$ cat src/rtl/key_event_ctrl.sv
`default_nettype none
// ============================================================================
// Module      : key_event_ctrl
// Description : Per-key press/release/long(/repeat) event generator feeding a
//               single-entry pending slot per key, a lowest-index-first
//               arbiter and an event FIFO with valid/ready handshake.
//               Optional feature macro: KEY_REPEAT_EN (auto-repeat in HELD).
// Revision    : 1.0 - initial release
// ============================================================================
module key_event_ctrl #(
    parameter int NKEYS         = 4,
    parameter int LONG_CYCLES   = 16,
    parameter int REPEAT_CYCLES = 8,
    parameter int FIFO_DEPTH    = 4
) (
    input  logic             clk,
    input  logic             nrst,
    input  logic [NKEYS-1:0] key_in,
    output logic             evt_valid,
    input  logic             evt_ready,
    output logic [4:0]       evt_data,
    output logic             evt_drop
);

    localparam int c_CNT_MAX = (LONG_CYCLES > REPEAT_CYCLES) ? LONG_CYCLES : REPEAT_CYCLES;
    localparam int c_CNT_W   = $clog2(c_CNT_MAX);
    localparam int c_AW      = $clog2(FIFO_DEPTH);

    localparam logic [1:0] c_T_PRESS   = 2'b00;
    localparam logic [1:0] c_T_RELEASE = 2'b01;
    localparam logic [1:0] c_T_LONG    = 2'b10;
`ifdef KEY_REPEAT_EN
    localparam logic [1:0] c_T_REPEAT  = 2'b11;
    localparam logic [c_CNT_W-1:0] c_REP_LAST = c_CNT_W'(REPEAT_CYCLES - 1);
`endif
    localparam logic [c_CNT_W-1:0] c_LONG_LAST = c_CNT_W'(LONG_CYCLES - 1);
    localparam logic [c_AW:0]      c_FULL_CNT  = (c_AW+1)'(FIFO_DEPTH);

    typedef enum logic [1:0] {
        S_IDLE    = 2'd0,
        S_PRESSED = 2'd1,
        S_HELD    = 2'd2
    } state_t;

    state_t               r_state     [NKEYS];
    state_t               w_state_nxt [NKEYS];
    logic [c_CNT_W-1:0]   r_cnt       [NKEYS];
    logic [c_CNT_W-1:0]   w_cnt_nxt   [NKEYS];
    logic [1:0]           w_evt_type  [NKEYS];
    logic [1:0]           r_pend_type [NKEYS];
    logic [NKEYS-1:0]     r_key_q;
    logic [NKEYS-1:0]     w_rise;
    logic [NKEYS-1:0]     w_fall;
    logic [NKEYS-1:0]     w_evt;
    logic [NKEYS-1:0]     r_pend_v;
    logic [NKEYS-1:0]     w_grant;
    logic [2:0]           w_grant_id;
    logic [1:0]           w_grant_type;
    logic                 w_push;
    logic                 w_pop;
    logic                 w_full;
    logic                 w_drop;
    logic                 r_drop;
    logic [4:0]           r_mem [FIFO_DEPTH];
    logic [c_AW-1:0]      r_wr_ptr;
    logic [c_AW-1:0]      r_rd_ptr;
    logic [c_AW:0]        r_count;

    assign w_rise = key_in & ~r_key_q;
    assign w_fall = ~key_in & r_key_q;

    // Registered copy of the key levels, used for edge (change) detection.
    always_ff @(posedge clk or negedge nrst) begin
        if (!nrst) r_key_q <= '0;
        else       r_key_q <= key_in;
    end

    // Per-key FSM state and hold-counter registers.
    always_ff @(posedge clk or negedge nrst) begin
        if (!nrst) begin
            for (int i = 0; i < NKEYS; i++) begin
                r_state[i] <= S_IDLE;
                r_cnt[i]   <= '0;
            end
        end else begin
            for (int i = 0; i < NKEYS; i++) begin
                r_state[i] <= w_state_nxt[i];
                r_cnt[i]   <= w_cnt_nxt[i];
            end
        end
    end

    // Per-key next state, counter and event detection; release beats long/repeat.
    always_comb begin
        w_evt = '0;
        for (int i = 0; i < NKEYS; i++) begin
            w_state_nxt[i] = r_state[i];
            w_cnt_nxt[i]   = r_cnt[i];
            w_evt_type[i]  = c_T_PRESS;
            case (r_state[i])
                S_IDLE: begin
                    if (w_rise[i]) begin
                        w_state_nxt[i] = S_PRESSED;
                        w_cnt_nxt[i]   = '0;
                        w_evt[i]       = 1'b1;
                        w_evt_type[i]  = c_T_PRESS;
                    end
                end
                S_PRESSED: begin
                    if (w_fall[i]) begin
                        w_state_nxt[i] = S_IDLE;
                        w_cnt_nxt[i]   = '0;
                        w_evt[i]       = 1'b1;
                        w_evt_type[i]  = c_T_RELEASE;
                    end else if (r_cnt[i] == c_LONG_LAST) begin
                        w_state_nxt[i] = S_HELD;
                        w_cnt_nxt[i]   = '0;
                        w_evt[i]       = 1'b1;
                        w_evt_type[i]  = c_T_LONG;
                    end else begin
                        w_cnt_nxt[i]   = r_cnt[i] + c_CNT_W'(1);
                    end
                end
                S_HELD: begin
                    if (w_fall[i]) begin
                        w_state_nxt[i] = S_IDLE;
                        w_cnt_nxt[i]   = '0;
                        w_evt[i]       = 1'b1;
                        w_evt_type[i]  = c_T_RELEASE;
                    end else begin
`ifdef KEY_REPEAT_EN
                        if (r_cnt[i] == c_REP_LAST) begin
                            w_cnt_nxt[i]  = '0;
                            w_evt[i]      = 1'b1;
                            w_evt_type[i] = c_T_REPEAT;
                        end else begin
                            w_cnt_nxt[i]  = r_cnt[i] + c_CNT_W'(1);
                        end
`else
                        w_cnt_nxt[i] = '0;
`endif
                    end
                end
                default: begin
                    w_state_nxt[i] = S_IDLE;
                    w_cnt_nxt[i]   = '0;
                end
            endcase
        end
    end

    // Arbiter: lowest-index pending key wins the single push slot when not full.
    always_comb begin
        w_grant      = '0;
        w_grant_id   = '0;
        w_grant_type = c_T_PRESS;
        if (!w_full) begin
            for (int i = NKEYS - 1; i >= 0; i--) begin
                if (r_pend_v[i]) begin
                    w_grant      = '0;
                    w_grant[i]   = 1'b1;
                    w_grant_id   = 3'(i);
                    w_grant_type = r_pend_type[i];
                end
            end
        end
    end

    assign w_push = |w_grant;
    assign w_pop  = evt_valid & evt_ready;
    assign w_full = (r_count == c_FULL_CNT);
    // A slot being drained this cycle is free to accept the new event.
    assign w_drop = |(w_evt & r_pend_v & ~w_grant);

    // Pending slots: capture new events, clear on grant, keep old entry on collision.
    always_ff @(posedge clk or negedge nrst) begin
        if (!nrst) begin
            r_pend_v <= '0;
            for (int i = 0; i < NKEYS; i++) r_pend_type[i] <= c_T_PRESS;
        end else begin
            for (int i = 0; i < NKEYS; i++) begin
                if (w_evt[i] && !(r_pend_v[i] && !w_grant[i])) begin
                    r_pend_v[i]    <= 1'b1;
                    r_pend_type[i] <= w_evt_type[i];
                end else if (w_grant[i]) begin
                    r_pend_v[i]    <= 1'b0;
                end
            end
        end
    end

    // Lost-event pulse, one cycle after the collision.
    always_ff @(posedge clk or negedge nrst) begin
        if (!nrst) r_drop <= 1'b0;
        else       r_drop <= w_drop;
    end

    // FIFO storage; contents are only visible while the queue is non-empty.
    always_ff @(posedge clk) begin
        if (w_push) r_mem[r_wr_ptr] <= {w_grant_type, w_grant_id};
    end

    // FIFO pointers and occupancy; pointers wrap naturally (power-of-two depth).
    always_ff @(posedge clk or negedge nrst) begin
        if (!nrst) begin
            r_wr_ptr <= '0;
            r_rd_ptr <= '0;
            r_count  <= '0;
        end else begin
            if (w_push) r_wr_ptr <= r_wr_ptr + c_AW'(1);
            if (w_pop)  r_rd_ptr <= r_rd_ptr + c_AW'(1);
            case ({w_push, w_pop})
                2'b10:   r_count <= r_count + (c_AW+1)'(1);
                2'b01:   r_count <= r_count - (c_AW+1)'(1);
                default: r_count <= r_count;
            endcase
        end
    end

    assign evt_valid = (r_count != '0);
    assign evt_data  = evt_valid ? r_mem[r_rd_ptr] : 5'd0;
    assign evt_drop  = r_drop;

endmodule
`default_nettype wire

$ cat config.mk
export PLATFORM = sky130hd
export DESIGN_NAME = key_event_ctrl
export DESIGN_NICKNAME = d
export VERILOG_FILES = /design/src/rtl/key_event_ctrl.sv
export SDC_FILE = /design/constraint.sdc
export NUM_CORES = 1
export LEC_CHECK = 0
export BUFFER_PORTS_ARGS = -buffer_cell sky130_fd_sc_hd__buf_2
export CAP_MARGIN = 20
export CELL_PAD_IN_SITES_DETAIL_PLACEMENT = 1
export CELL_PAD_IN_SITES_GLOBAL_PLACEMENT = 2
export CORE_ASPECT_RATIO = 2
export CORE_MARGIN = 5
export CORE_UTILIZATION = 28
export DETAILED_ROUTE_END_ITERATION = 8
export PLACE_DENSITY = 0.66
export SYNTH_ARGS = -nofsm -noshare
export SYNTH_HDL_FRONTEND = slang
export SYNTH_SLANG_ARGS = --single-unit
$ cat constraint.sdc
create_clock -name clk -period 5.1 [get_ports clk]
set_input_delay 0.255 -clock clk [delete_from_list [all_inputs] [get_ports clk]]
set_output_delay 0.255 -clock clk [all_outputs]
set_load 0.005 [all_outputs]
# ---- After elaboration in Yosys (flattened, before gate mapping)
# Memories as Yosys holds them, arrays and structs flattened.
# Index checks and enable logic that the tools add are counted.
dict set report op_classes {
  addsub 8
  n_eq_ne 27
  muxes 99
  n_bitwise 8
  reduce_logical 32
}
# cell count
set op_table {}
lappend op_table {{$mux W4} 17}
lappend op_table {{$mux W2} 30}
lappend op_table {{$pmux W4 S2} 4}
lappend op_table {{$mux W1} 30}
lappend op_table {{$pmux W2 S3} 4}
lappend op_table {{$add A4 B1 Y4 const B} 4}
lappend op_table {{$and A4 B4 Y4} 4}
lappend op_table {{$eq A4 B4 Y1 const B} 4}
lappend op_table {{$ne A2 B2 Y1 const B} 8}
lappend op_table {{$pmux W2 S2} 4}
lappend op_table {{$mux W3} 4}
lappend op_table {{$ne A3 B3 Y1 const B} 4}
lappend op_table {{$not A4 Y4} 3}
lappend op_table {{$pmux W1 S3} 4}
lappend op_table {{$reduce_and A3 Y1} 4}
lappend op_table {{$eq A2 B1 Y1 const B} 5}
lappend op_table {{$eq A2 B2 Y1 const B} 5}
lappend op_table {{$reduce_bool A2 Y1} 5}
lappend op_table {{$logic_and A1 B1 Y1} 8}
lappend op_table {{$logic_not A1 Y1} 8}
lappend op_table {{$logic_not A2 Y1} 4}
lappend op_table {{$reduce_or A4 Y1} 2}
lappend op_table {{$pmux W3 S2} 1}
lappend op_table {{$mux W5} 1}
lappend op_table {{6 further kinds} 7}
dict set report totals {
  ff_bits 48
  ram_bits 20
  output_inout_bits 7
  mem_count 1
}
# memory depth word_bits read_ports rd_ports_with_merged_regs write_ports line_no
set mem_list {}
lappend mem_list {r_mem 4 5 1 0 1 64} ;# logic [4:0] r_mem [FIFO_DEPTH];

# ---- Longest topological paths before layout
dict set report logic_depth {
  ltp_word 10
  ltp_mapped 10
  mapped_depth_nobuf 9
}

# ---- Least setup slack after synthesis
# No wires, ideal clock.
dict set report synth_path {
  path_type {register to register}
  from {register r_count[1]}
  to {register r_count[2]}
  setup_time_ns 0.079
  arrival_ns 1.932
  setup_slack_ns 3.089
  stages_incl_launch_ff 11
  path_buffers 1
  synth_period_minus_slack_ns 2.011
  path_cell_list {dfrtp_1 nor3b_2 buf_6 a21oi_1 inv_1 ha_1 inv_1 fa_1 xor2_1 nor2_1 xor2_1}
}
dict set report synth_via {
  elab_chain_cells 5
  elab_cells_between_ends 11
  classes_between {add/sub: 2; eq/ne: 3; mux: 2; bitwise: 1; reduce/logical: 3}
}
# item line_no
set synth_lines {}
lappend synth_lines {{from (decl)} 67} ;# logic [c_AW:0] r_count;
lappend synth_lines {{from (signal assigned)} 213} ;# 2'b10: r_count <= r_count + (c_AW+1)'(1);
lappend synth_lines {{from (signal assigned)} 214} ;# 2'b01: r_count <= r_count - (c_AW+1)'(1);
lappend synth_lines {{from (signal assigned)} 215} ;# default: r_count <= r_count;
lappend synth_lines {{$eq A3 B3 Y1} 171} ;# assign w_full = (r_count == c_FULL_CNT);
lappend synth_lines {{$mux W4} 157} ;# if (!w_full) begin
lappend synth_lines {{$reduce_or A4 Y1} 169} ;# assign w_push = |w_grant;
lappend synth_lines {{$eq A2 B1 Y1 / $eq A2 B2 Y1 (equally long branches)} 212} ;# case ({w_push, w_pop})
lappend synth_lines {{$pmux W3 S2 / $reduce_bool A2 Y1 (equally long branches)} --}
# Several ways; a longest one is shown, not always the timed one.
# A chain may end at the register's enable or synchronous reset.

# ---- Final worst setup path
# Ends and elaborated chain as after synthesis.

==> run summary <==
The die is 167 µm tall. In this run the horizontal extent of the chip is 88.5 µm. The fraction of power consumed by sequential logic came out at 36.2%. Counting I/O delays and the setup requirement, the final critical path takes 2550 ps.

The initial antenna violation count is 0. The net count of the finished layout came out at 367. The count of max-cap constraint violations is 0, and the final worst-path cycle share is 50.0%. The area added between synthesis and finish was 14.7%. STA puts the critical path data arrival time at 2810 ps. In this run, synthesis produced a sequential element count of 64.

Of all nets on the critical path, the largest fanout is 11. In the detailed route, the total length drawn on met3 is 189 µm. Dividing the detail-routed wire length by the instance count gives 15.4 µm. Leakage component of the power: 1.72 nW. After synthesis, the most frequently instantiated cells are dfrtp_1, nand2_1, ha_1, inv_1, nor2_1.

Setup violations remaining at the end of the flow were counted as 0. Wire segments on met2 add up to 4.47 mm in the final route. Area share of the largest cell type after synthesis: 34.8%.

Setup repair after global routing left no endpoint under its margin. A synthesized cell averages 10.9 µm². The highest layer touched by signal routing is met4.

The fraction of power spent switching nets came out at 37.9%. Final hold violation count: 0. TritonCTS created 9 clock buffers. The vias per cell works out to 4.90. Once detail routing completed, the nets flagged for antenna violations numbered 0. Per report_power, the clock group accounts for 24.0% of the total. The depth of the worst register-to-register path came out at 9. By area the synthesized netlist is led by dfrtp_1, edfxtp_1, ha_1, nand2_1, xnor2_1. Summing the sequential cell areas from Yosys gives 48.7% of the chip area. The logs give 64 for the total clock sinks and 0 for the number of design rule violations left after detail routing.

Counting every net in the synthesized netlist gives 349. The first global-routing pass estimated 13.1 mm of wire. Detailed placement finished with a half-perimeter wire length of 5.75 mm. TritonCTS built the clock tree.

For this block, wires on met1 add up to 2.68 mm. The max-slew violation count is 0. The start point of the critical path was r_count[1]$_DFFE_PN0P_.

The synthesized netlist occupies a cell area of 3450 µm². The routed layout has 2383 vias. For the worst-skew pair, the clock arrives at the later sink with an insertion delay of 330 ps.

The finished cells cover 3960 µm². The logs give 1.57 mW for the internal power and 0 for the count of yosys warnings during synthesis. The worst setup path is captured at a flip-flop. The repair_antennas step left the layout with diodes totalling 0. The fill cell total of the finished layout was 1385. The final wirelength is 7.50 mm, and the transition at the pin with the smallest max-transition slack is 717 ps. The first detailed-routing pass took 4 iterations. The tools report the endpoint of the most critical register-to-register path as r_count[2]$_DFFE_PN0P_. In this run, synthesis inferred 16 flip-flops with an integrated enable.

After routing, the total negative slack on setup checks comes to 0 ps. The design draws 2.53 mW. IR analysis of the VDD net gives a maximum drop of 0.242 mV. The number of ports placed on the die boundary came out at 14. In this run the register-to-register setup slack is 2550 ps.

Routability-driven placement finished with a final weighted congestion of 0.728. Global routing used 11.5% of the available tracks across all layers. By instance count, the leading cell after synthesis is dfrtp_1. The logs give 52.0% for the worst-case headroom to the max-slew limit and 2703 for the number of global-route vias before repair. For the initial detailed-routing violation count, the log shows 65. The path type of the worst min-delay path was input pin to asynchronous set/reset pin.

The critical path in this run is classified as flip-flop to flip-flop. The startpoint kind of the worst setup timing path was a flip-flop. The placeable core area was 12100 µm²; the placement row count was 57. The maximum clock path buffer count is 2.

The number of hold buffers added after CTS was 0. Combinational logic burns 39.8% of the power. STA puts the critical path data required time at 5360 ps. The clock-pin transition on the worst setup and hold timing paths is 60 ps, and the proportion of synthesized flip-flops having asynchronous set or reset is 75.0%. Summed over all layers, the global routing overflow is 0. The tools report the die area as 14800 µm². The run finished with clean final reports.

The count of buffers added on input and output ports is 12. In the synthesized netlist, the number of instances is 316. Dominant cell type by area after synthesis: dfrtp_1. Hold timing on the final database bottoms out at a slack of 30.4 ps. The fraction of layout instances using a drive strength above 1 is 12.7%. The H-tree generated during clock tree synthesis spans 3 levels. For the post-CTS repair timing setup buffer count, the log shows 0. The flip-flop cell with the highest count after synthesis was dfrtp_1. Entering global routing, the biggest net connects 49 pins.

Across the routed clock network, the largest skew measured is 6.28 ps. The timing-limited maximum frequency is 0.392 GHz, and the power per unit of standard cell area is 639 nW/µm². The root buffer cell chosen for the clock tree is clkbuf_16.

Once placement finished, the instance area stood at 3660 µm². The startpoint identified for the worst register-to-register timing path is r_count[1]$_DFFE_PN0P_. In this run, post-CTS repair resized a total of 0 instances. The logs give 0.959 mW for the switching power of the nets and 48 for the count of distinct cell types in the synthesized netlist. Once the floorplan was initialized, standard cells occupied 28.5% of the core.
## cell type report
| type | count | area (µm²) | area share, % |
|---|---|---|---|
| inverter | 26 | 97.6 | 2.47 |
| clock buffer | 9 | 225 | 5.69 |
| tap | 147 | 184 | 4.65 |
| timing repair buffer | 13 | 67.6 | 1.71 |
| sequential | 64 | 1680 | 42.5 |
| multi-input combinational | 220 | 1630 | 41.2 |
| clock inverter | 7 | 72.6 | 1.83 |
## worst max-delay path by stage
stage	end	slack (ps)	depth (start not counted)
2_1_floorplan	r_count[2]$_DFFE_PN0P_	3090	10
3_3_place_gp	r_count[2]$_DFFE_PN0P_	2590	9
3_5_place_dp	r_count[2]$_DFFE_PN0P_	2520	9
4_1_cts	r_count[2]$_DFFE_PN0P_	2500	9
5_1_grt	r_count[2]$_DFFE_PN0P_	2310	9
6_report	r_count[2]$_DFFE_PN0P_	2550	9
## placed cells by master, fill, tap and decap left out, types with 5 or more instances in the layout
cell	count
dfrtp_1	48
nand2_1	27
inv_1	25
ha_1	25
nor2_1	23
edfxtp_1	16
a21oi_1	12
buf_2	12
xnor2_1	11
and2_1	10
nand3_1	10
nand2b_1	9
mux2i_1	9
o21ai_0	9
clkbuf_16	9
nor3_1	8
nor3b_1	6
a32o_1	5
clkinvlp_4	5
## cells by family (layout without fill, tap and decap cells)
family	after synthesis	count (layout)	synth area share, %
and+or+nand+nor	115	115	17.5
DFF	64	64	48.7
AOI/OAI and AO/OA	48	48	10.2
buffers and inverters	32	55	4.03
adders and majority gates	26	26	9.65
muxes	16	16	6.20
xor gates and xnor gates	14	14	3.55
other	1	1	0.109
## registers in the layout, summed over array words and instances (netlist names)
register	count
r_cnt	16
r_mem	16
r_pend_type	8
r_state	8
r_key_q	4
r_pend_v	4
r_count	3
r_rd_ptr	2
r_wr_ptr	2
evt_drop	1
## routing by layer
layer	track usage (%)	vias up
li1	-	1144
met1	11.1	1200
met2	22.0	29
met3	2.52	10
met4	5.13	0
met5	0	-
## power by group through the flow
stage	Sequential, mW	Combinational (mW)	Clock, mW
4_1_cts	0.923	1.03	0.627
3_5_place_dp	0.932	1.03	0
5_1_grt	0.945	1.14	0.649
6_report	0.916	1.01	0.607
2_1_floorplan	0.864	0.790	0
3_3_place_gp	0.916	0.999	0
## stage by stage
| step | utilization [%] | std cells | setup slack [ps] |
|---|---|---|---|
| 2_1_floorplan | - | 316 | 3090 |
| 3_3_place_gp | 30.2 | 470 | 2590 |
| 3_5_place_dp | 30.2 | 470 | 2520 |
| 4_1_cts | 32.6 | 486 | 2500 |
| 5_1_grt | 32.6 | 486 | 2310 |
| 6_report | 32.6 | 486 | 2550 |
## worst max-delay path, cell delays in order, from the launching register on
cell	delay [ps]
dfrtp_1	410
nor3b_2	630
a21oi_1	280
inv_1	120
ha_1	180
inv_1	60
fa_1	380
xor2_1	150
nor2_1	110
xor2_1	150
(Power assumes the default switching activity.)
